===== src/rtl/lookup_pkg.sv =====
// Shared definitions for the trie lookup front-end: field widths, scheduler
// state encoding and a ceiling-log2 helper for tag sizing.
package lookup_pkg;

  localparam int unsigned StrideWidth  = 4;
  localparam int unsigned NexthopWidth = 8;

  typedef enum logic [1:0] {
    StIssue  = 2'd0,
    StDrain  = 2'd1,
    StUpdate = 2'd2
  } sched_state_e;

  // Ceiling log2, never below 1 so a tag always has at least one bit.
  function automatic int unsigned log2(input int unsigned n);
    int unsigned r;
    r = 1;
    for (int unsigned i = 1; i < 32; i++) begin
      if ((32'd1 << i) < n) r = i + 1;
    end
    return r;
  endfunction

endpackage


===== src/rtl/rr_arbiter.sv =====
// Combinational round-robin arbiter: first asserted request at or above the
// pointer, wrapping at NumReq-1 back to 0.
module rr_arbiter
  import lookup_pkg::*;
#(
  parameter int unsigned NumReq   = 4,
  parameter int unsigned IdxWidth = log2(NumReq)
) (
  input  logic [NumReq-1:0]   req_i,
  input  logic [IdxWidth-1:0] ptr_i,
  output logic [NumReq-1:0]   gnt_o,
  output logic [IdxWidth-1:0] idx_o,
  output logic                valid_o
);

  always_comb begin
    int unsigned          cand;
    logic [IdxWidth-1:0]  cand_idx;
    cand     = 0;
    cand_idx = '0;
    gnt_o    = '0;
    idx_o    = '0;
    valid_o  = 1'b0;
    for (int unsigned off = 0; off < NumReq; off++) begin
      cand     = (32'(ptr_i) + off) % NumReq;
      cand_idx = IdxWidth'(cand);
      if (!valid_o && req_i[cand_idx]) begin
        valid_o         = 1'b1;
        gnt_o[cand_idx] = 1'b1;
        idx_o           = cand_idx;
      end
    end
  end

endmodule


===== src/rtl/lookup_sched.sv =====
// Front-end scheduler for the trie lookup pipeline: round-robin issue under a
// credit limit, tag-routed result return, and drain/grant for RAM updates.
module lookup_sched
  import lookup_pkg::*;
#(
  parameter int unsigned NUM_REQ      = 4,
  parameter int unsigned ADDR_WIDTH   = 32,
  parameter int unsigned MAX_INFLIGHT = 8,
  parameter int unsigned TAG_WIDTH    = log2(NUM_REQ)
) (
  input  logic                          clk,
  input  logic                          rst,
  input  logic [NUM_REQ-1:0]            req_valid,
  input  logic [NUM_REQ*ADDR_WIDTH-1:0] req_addr,
  output logic [NUM_REQ-1:0]            req_ready,
  output logic                          pipe_valid,
  output logic [StrideWidth-1:0]        pipe_stride,
  output logic [ADDR_WIDTH-1:0]         pipe_key,
  output logic [TAG_WIDTH-1:0]          pipe_tag,
  input  logic                          res_valid,
  input  logic [TAG_WIDTH-1:0]          res_tag,
  input  logic [NexthopWidth-1:0]       res_nexthop,
  output logic [NUM_REQ-1:0]            rsp_valid,
  output logic [NexthopWidth-1:0]       rsp_nexthop,
  input  logic                          upd_req,
  output logic                          upd_gnt,
  output logic [3:0]                    inflight
);

  sched_state_e              state_q, state_d;
  logic [TAG_WIDTH-1:0]      rr_ptr_q, rr_ptr_d;
  logic [3:0]                inflight_q, inflight_d;
  logic                      pipe_valid_q, pipe_valid_d;
  logic [ADDR_WIDTH-1:0]     pipe_key_q, pipe_key_d;
  logic [TAG_WIDTH-1:0]      pipe_tag_q, pipe_tag_d;
  logic [NUM_REQ-1:0]        rsp_valid_q, rsp_valid_d;
  logic [NexthopWidth-1:0]   rsp_nexthop_q, rsp_nexthop_d;

  logic [NUM_REQ-1:0]        arb_gnt;
  logic [TAG_WIDTH-1:0]      arb_idx;
  logic                      arb_valid;
  logic                      can_issue;
  logic                      accept;
  logic [ADDR_WIDTH-1:0]     win_key;

  rr_arbiter #(
    .NumReq   (NUM_REQ),
    .IdxWidth (TAG_WIDTH)
  ) u_rr_arbiter (
    .req_i   (req_valid),
    .ptr_i   (rr_ptr_q),
    .gnt_o   (arb_gnt),
    .idx_o   (arb_idx),
    .valid_o (arb_valid)
  );

  // An update request blocks issue in the same cycle it appears.
  always_comb begin
    can_issue = rst && (state_q == StIssue) && !upd_req &&
                (inflight_q < 4'(MAX_INFLIGHT));
    req_ready = can_issue ? arb_gnt : '0;
    accept    = can_issue && arb_valid;
    win_key   = '0;
    for (int unsigned i = 0; i < NUM_REQ; i++) begin
      if (arb_idx == TAG_WIDTH'(i)) win_key = req_addr[i*ADDR_WIDTH +: ADDR_WIDTH];
    end
  end

  always_comb begin
    rr_ptr_d     = rr_ptr_q;
    pipe_valid_d = accept;
    pipe_key_d   = pipe_key_q;
    pipe_tag_d   = pipe_tag_q;
    if (accept) begin
      pipe_key_d = win_key;
      pipe_tag_d = arb_idx;
      rr_ptr_d   = (arb_idx == TAG_WIDTH'(NUM_REQ - 1)) ? '0 : arb_idx + 1'b1;
    end
  end

  // Credit release saturates at zero; a simultaneous accept and release cancel.
  always_comb begin
    inflight_d = inflight_q;
    if (accept && !res_valid) begin
      inflight_d = inflight_q + 4'd1;
    end else if (!accept && res_valid && (inflight_q != 4'd0)) begin
      inflight_d = inflight_q - 4'd1;
    end
  end

  // Out-of-range tags match no requester, so no response strobe fires.
  always_comb begin
    rsp_valid_d   = '0;
    rsp_nexthop_d = res_valid ? res_nexthop : rsp_nexthop_q;
    for (int unsigned i = 0; i < NUM_REQ; i++) begin
      if (res_tag == TAG_WIDTH'(i)) rsp_valid_d[i] = res_valid;
    end
  end

  always_comb begin
    state_d = state_q;
    unique case (state_q)
      StIssue:  if (upd_req) state_d = StDrain;
      StDrain:  if ((inflight_q == 4'd0) && !pipe_valid_q) state_d = StUpdate;
      StUpdate: if (!upd_req) state_d = StIssue;
      default:  state_d = StIssue;
    endcase
  end

  always_ff @(posedge clk) begin
    if (!rst) begin
      state_q       <= StIssue;
      rr_ptr_q      <= '0;
      inflight_q    <= '0;
      pipe_valid_q  <= 1'b0;
      pipe_key_q    <= '0;
      pipe_tag_q    <= '0;
      rsp_valid_q   <= '0;
      rsp_nexthop_q <= '0;
    end else begin
      state_q       <= state_d;
      rr_ptr_q      <= rr_ptr_d;
      inflight_q    <= inflight_d;
      pipe_valid_q  <= pipe_valid_d;
      pipe_key_q    <= pipe_key_d;
      pipe_tag_q    <= pipe_tag_d;
      rsp_valid_q   <= rsp_valid_d;
      rsp_nexthop_q <= rsp_nexthop_d;
    end
  end

  assign pipe_valid  = pipe_valid_q;
  assign pipe_key    = pipe_key_q;
  assign pipe_stride = pipe_key_q[ADDR_WIDTH-1 -: StrideWidth];
  assign pipe_tag    = pipe_tag_q;
  assign rsp_valid   = rsp_valid_q;
  assign rsp_nexthop = rsp_nexthop_q;
  assign upd_gnt     = (state_q == StUpdate);
  assign inflight    = inflight_q;

endmodule

===== config.mk =====
export PLATFORM = sky130hd
export DESIGN_NAME = lookup_sched
export DESIGN_NICKNAME = d
export VERILOG_FILES = /design/src/rtl/lookup_pkg.sv /design/src/rtl/rr_arbiter.sv /design/src/rtl/lookup_sched.sv
export SDC_FILE = /design/constraint.sdc
export NUM_CORES = 1
export LEC_CHECK = 0
export CORE_ASPECT_RATIO = 1.75
export CORE_MARGIN = 2
export CORE_UTILIZATION = 39
export DETAILED_ROUTE_END_ITERATION = 10
export HOLD_SLACK_MARGIN = 0.12
export PLACE_DENSITY_LB_ADDON = 0.15
export SYNTH_ARGS = -nofsm -noshare
export SYNTH_HDL_FRONTEND = slang
export SYNTH_HIERARCHICAL = 1
export SYNTH_SLANG_ARGS = --single-unit

===== constraint.sdc =====
create_clock -name clk -period 4.6 [get_ports clk]
set_clock_uncertainty 0.15 [all_clocks]
set_input_delay 0.92 -clock clk [delete_from_list [all_inputs] [get_ports clk]]
set_output_delay 0.92 -clock clk [all_outputs]
set_load 0.01 [all_outputs]

==> results.json, run 1 <==
{
  "hold_depth": 2,
  "fmax_mhz": 225,
  "period_minus_slack_ns": 4.45,
  "synthXorXnorAreaFrac_pct": 0.498,
  "gp_congestion": 0.878,
  "cp_data_required_time_ns": 3.53,
  "overflow": 0,
  "synth_fa_ha_area_share_pct": 4.48,
  "synth-compound-area-share_pct": 35.3,
  "cp.arrival_ns": 3.38,
  "crit_path_start": "req_valid[3]",
  "drive_gt1_share_pct": 5.00,
  "critPathTopFamily": "buffers and inverters",
  "critPathSlowestCell": "mux4_2",
  "max-slew-margin-rel_pct": 50.5,
  "synth_top_family_by_area": "compound AO/OA/AOI/OAI gates",
  "htreeDepth": 2,
  "p_total_mw": 2.58,
  "leakagePower_nw": 2.29,
  "final_cell_mix": "clkdlybuf4s50_1, a21oi_1, dfxtp_1",
  "rsz0062_at_grt": "false",
  "totalWireLength_um": 12300,
  "worstSkewPairLatency_ns": 0.29,
  "ir_drop_mv": 0.236,
  "hp-start": "pipe_tag[0]",
  "die_w_um": 75.8,
  "final_common_cell": "clkdlybuf4s50_1",
  "cap_violations": 0,
  "cp_common_cell": "clkdlybuf4s50_1",
  "rows": 45,
  "ys_warn_count": 6,
  "drtAntennaViolNets": 0,
  "grt_max_degree": 65,
  "cts_num_sinks": 55,
  "grt_use_total_pct": 24.9,
  "pre_cts_ws_ns": 0.111,
  "drtIter0Drc": 181,
  "viasPerCell": 5.51,
  "reg2reg_depth": 13,
  "drc": 0,
  "antenna_cells": 0,
  "ys_ff_latch": 55,
  "hold_buffers": 0,
  "path_buf_inv": 2,
  "dieArea_mm2": 0.00983,
  "ys_seq_area_share_pct": 31.3,
  "status": "completed",
  "hp-class": "reg -> reg",
  "synthMuxAreaShare_pct": 6.97,
  "synth_top_area_cell": "dfxtp_1",
  "port_buffers": 205,
  "setup_ws_ns": 0.150,
  "design.core.area_mm2": 0.00873,
  "critPathCaptureType": "output pin",
  "initial_utilization_pct": 40.3,
  "area_growth_pct": 63.0,
  "r2r_start": "rr_ptr_q[0]",
  "dieHeight_um": 130,
  "grt_pass1_vias": 3911,
  "antenna_found_initial": 0,
  "dominantRegCellSynth": "dfxtp_1",
  "synthArstFlopShare_pct": 0,
  "dpl.hpwl_um": 8910,
  "tightest_slew_ns": 0.737,
  "synthTopCellsByArea": "dfxtp_1, a21oi_1, a211o_1",
  "clkTransAtPathRegs_ns": 0.06,
  "netlist_instances": 422,
  "crit_fanout": 13,
  "vias": 3952,
  "whs_ns": 0.326,
  "synth_area_mm2": 0.00352,
  "wl_per_cell_um": 17.1,
  "cts_buffer_depth": 2,
  "setup_tns_ns": 0,
  "crit_cells": 7,
  "grt_first_pass_wirelength_um": 19000,
  "synth_simple_gate_area_share_pct": 10.3,
  "powerDensity_mw_per_mm2": 451,
  "avgSynthCellArea_um2": 8.34,
  "period_share_pct": 96.7,
  "synth_enable_flop_cells": 0,
  "synth_cell_types": 45,
  "finalHoldViolations": 0,
  "cp-start-kind": "input port",
  "setup_violations": 0,
  "post_cts_buffers": 0,
  "synth.top_cell.area_share_pct": 31.3,
  "ctsResizeCount": 0,
  "ios": 206,
  "nets": 757,
  "crit_path_cell_trace": "clkdlybuf4s50_1, mux4_2, nor4b_4, a22oi_1, o21ai_0, and2_1, clkdlybuf4s50_1",
  "cts_tree": "yes",
  "path_class": "in -> out",
  "slowest_delay_ns": 0.64,
  "synth_nets": 580,
  "root_buffer": "clkbuf_16",
  "first_pass_iters": 4,
  "cts-buffers-inserted": 5,
  "finalMaxSlewViolations": 0
}
==> per-stage QoR <==
step | cells | cell area, um2 | util [%]
floorplan | 422 | 3520 | -
global placement | 709 | 5570 | 63.8
finish | 717 | 5740 | 65.7
CTS | 717 | 5740 | 65.7
global route | 717 | 5740 | 65.7
detailed placement | 709 | 5570 | 63.8
==> path summary, 6_finish.rpt <==
| path | endpoint | slack (ns) |
|---|---|---|
| worst min register to register | pipe_tag[0] | 0.33 |
| worst max register to register | pipe_key[6] | 0.56 |
| worst min-delay path | pipe_tag[0] | 0.33 |
| worst max-delay path | req_ready[1] | 0.15 |
==> routing by layer <==
layer / global-route usage, % / vias to the layer above / share of wire, %
met2: 43.3 / 176 / 53
met1: 28.0 / 1850 / 36
met3: 6.30 / 27 / 7.4
li1: - / 1899 / -
met4: 10.2 / 0 / 3.6
met5: 0 / - / 0
==> cells by family after synthesis <==
group,count (synthesis)
AOI/OAI and AO/OA,191
buffers and inverters,84
adders and majority gates,12
DFF,55
and+or+nand+nor,60
muxes,18
xor gates and xnor gates,2
==> final cells by class <==
class,instances,area (um2)
Sequential cell,55,1100
Multi-Input combinational cell,283,2030
Clock inverter,2,38.8
Tap cell,117,146
Fill cell,755,2990
Inverter,40,150
Timing Repair Buffer,214,2140
Clock buffer,6,129
==> sequential cells by signal, summed over array words and instances (netlist names) <==
signal	count
inflight	4
pipe_key	32
pipe_tag	2
pipe_valid	1
rr_ptr_q	2
rsp_nexthop	8
rsp_valid	4
state_q	2
==> synth_stat cells, drive strengths merged, types with 2 or more instances <==
| library cell | n |
|---|---|
| o21ai | 39 |
| nor2 | 5 |
| nor2b | 14 |
| dfxtp | 55 |
| inv | 40 |
| a221oi | 31 |
| o211ai | 3 |
| nor4b | 2 |
| or4 | 2 |
| mux2i | 11 |
| nor3 | 4 |
| a22oi | 10 |
| a211o | 31 |
| mux2 | 3 |
| ha | 11 |
| clkbuf | 22 |
| nand2 | 16 |
| nand2b | 5 |
| and2 | 4 |
| a21oi | 69 |
| a21boi | 4 |
| mux4 | 4 |
| buf | 22 |
| nand3 | 3 |
==> where the power goes <==
part | switching, mW | internal [mW] | leakage, nW
clock network | 0.177 | 0.259 | 0.0815
registers | 0.0828 | 0.568 | 0.451
logic | 0.733 | 0.765 | 1.75
total | 0.993 | 1.59 | 2.29
==> worst register-to-register path, cell delays in order (launching register included) <==
cell and delay (ns):
dfxtp_1 0.64, inv_1 0.17, ha_1 0.40, mux4_2 0.45
nor4b_4 0.41, nor2_1 0.10, a32o_1 0.27, inv_1 0.10
ha_1 0.17, nor2b_2 0.22, buf_4 0.34, a221oi_1 0.15
a211o_1 0.29, a21oi_1 0.12
Power figures use the tool's default switching activity.
==> inputs of run 2 (changes only) <==
--- a/config.mk
+++ b/config.mk
@@ -5,6 +5,7 @@
 export SDC_FILE = /design/constraint.sdc
 export NUM_CORES = 1
 export LEC_CHECK = 0
+export CAP_MARGIN = 30
 export CORE_ASPECT_RATIO = 1.75
 export CORE_MARGIN = 2
 export CORE_UTILIZATION = 39
==> constraint.sdc (replaced) <==
create_clock -name clk -period 4.5 [get_ports clk]
set_clock_uncertainty 0.15 [all_clocks]
set_input_delay 0.9 -clock clk [delete_from_list [all_inputs] [get_ports clk]]
set_output_delay 0.9 -clock clk [all_outputs]
set_load 0.01 [all_outputs]
==> results.json, run 2 (synthesis gave the netlist of run 1 again) <==
{
  "period_minus_slack_ns": 4.39,
  "path_class": "in -> out",
  "drtIter0Drc": 134,
  "cp_data_required_time_ns": 3.45,
  "nets": 762,
  "pre_cts_ws_ns": 0.119,
  "cap_violations": 0,
  "finalMaxSlewViolations": 0,
  "slowest_delay_ns": 0.63,
  "setup_violations": 0,
  "r2r_end": "pipe_key[22]",
  "critPathTopFamily": "buffers and inverters",
  "overflow": 0,
  "crit_path_start": "req_valid[2]",
  "multi_input_area_mm2": 0.00203,
  "reg2reg_depth": 13,
  "first_pass_iters": 4,
  "die_w_um": 75.8,
  "cp-start-kind": "input port",
  "finalHoldViolations": 0,
  "dieArea_mm2": 0.00983,
  "root_buffer": "clkbuf_16",
  "hp-class": "reg -> reg",
  "leakagePower_nw": 2.30,
  "antenna_found_initial": 0,
  "cts_buffer_depth": 2,
  "regArea_mm2": 0.00110,
  "critPathCaptureType": "output pin",
  "cp_common_cell": "clkdlybuf4s50_1",
  "path_buf_inv": 2,
  "rsz0062_at_grt": "false",
  "dieHeight_um": 130,
  "drtAntennaViolNets": 0,
  "worstSkewPairLatency_ns": 0.30,
  "cts_num_sinks": 55,
  "r2r_setup_slack_ns": 0.70,
  "area_growth_pct": 63.8,
  "status": "completed",
  "crit_path_cell_trace": "clkdlybuf4s50_1, mux4_2, nor4b_4, a22oi_1, o21ai_0, and2_1, clkdlybuf4s50_1",
  "port_buffers": 205,
  "grt_use_total_pct": 25.1,
  "totalWireLength_um": 12400,
  "final_common_cell": "clkdlybuf4s50_1",
  "cp.arrival_ns": 3.34,
  "final_cell_mix": "clkdlybuf4s50_1, a21oi_1, dfxtp_1",
  "initial_utilization_pct": 40.3,
  "drive_gt1_share_pct": 6.12,
  "max-slew-margin-rel_pct": 49.1,
  "htreeDepth": 2,
  "antenna_cells": 0,
  "powerDensity_mw_per_mm2": 462,
  "fillers": 783,
  "design.core.area_mm2": 0.00873,
  "gp_congestion": 0.875,
  "ir_drop_mv": 0.260,
  "place_area_mm2": 0.00560,
  "viasPerCell": 5.55,
  "period_share_pct": 97.5,
  "hold_buffers": 0,
  "critPathSlowestCell": "mux4_2",
  "final_area_mm2": 0.00577,
  "grt_pass1_vias": 3972,
  "grt_max_degree": 57,
  "cts_tree": "yes",
  "tightest_slew_ns": 0.757,
  "rows": 45,
  "crit_cells": 7,
  "vias": 4005,
  "wl_per_cell_um": 17.1,
  "ios": 206,
  "fmax_mhz": 228,
  "cts-buffers-inserted": 5,
  "drc": 0,
  "clkTransAtPathRegs_ns": 0.07,
  "setup_tns_ns": 0,
  "dpl.hpwl_um": 9060,
  "largest_register_ffs": 32,
  "setup_ws_ns": 0.115,
  "crit_fanout": 10,
  "grt_first_pass_wirelength_um": 19200,
  "cp-endpoint": "req_ready[1]",
  "r2r_start": "rr_ptr_q[1]"
}
==> run 2: metrics by stage <==
step                hold slack [ns]  power (mW)  utilization (%)  std cells
CTS                           0.330        2.67             65.9        720
detailed placement            0.320        2.26             64.2        712
global placement              0.306        2.21             64.2        712
finish                        0.332        2.66             66.1        722
global route                  0.356        2.87             66.1        722
floorplan                     0.336        1.69                -        422
==> run 2: final cells by class <==
type                            instances  area share, %
Clock buffer                            5           2.17
Clock inverter                          3          0.456
Inverter                               40           2.60
Multi-Input combinational cell        283           35.2
Sequential cell                        55           19.1
Tap cell                              117           2.54
Timing Repair Buffer                  219           38.0
==> run 2: power by group <==
group,internal [mW],switching (mW),leakage [nW],total [mW]
logic,0.822,0.776,1.78,1.60
registers,0.580,0.0752,0.451,0.655
clock network,0.212,0.199,0.0748,0.411
total,1.61,1.05,2.30,2.66
==> run 2: timing repair <==
action,in CTS,in global routing
gates resized for setup,0,1
setup buffers,0,2
endpoints found under the setup margin,0,4
==> run 2: tightest hold or removal path, cell delays in order (launching register included) <==
cell	delay (ns)
dfxtp_1	0.32
nand2_1	0.05
a21boi_0	0.07
==> run 2: worst min path at each step <==
stage	depth (start not counted)	start	to	slack (ns)
6_report	2	pipe_tag[1]	pipe_tag[1]	0.33
5_1_grt	2	pipe_tag[0]	pipe_tag[0]	0.36
4_1_cts	2	pipe_tag[1]	pipe_tag[1]	0.33
3_5_place_dp	2	pipe_tag[1]	pipe_tag[1]	0.32
3_3_place_gp	2	pipe_tag[1]	pipe_tag[1]	0.31
2_1_floorplan	1	state_q[0]	state_q[0]	0.34
==> run 2: layer usage <==
metal	up-vias	track usage [%]	routed length, um
met5	-	0	0
met4	0	9.39	274
met3	19	7.08	912
met2	160	44.1	6690
met1	1914	27.6	4490
li1	1912	-	-
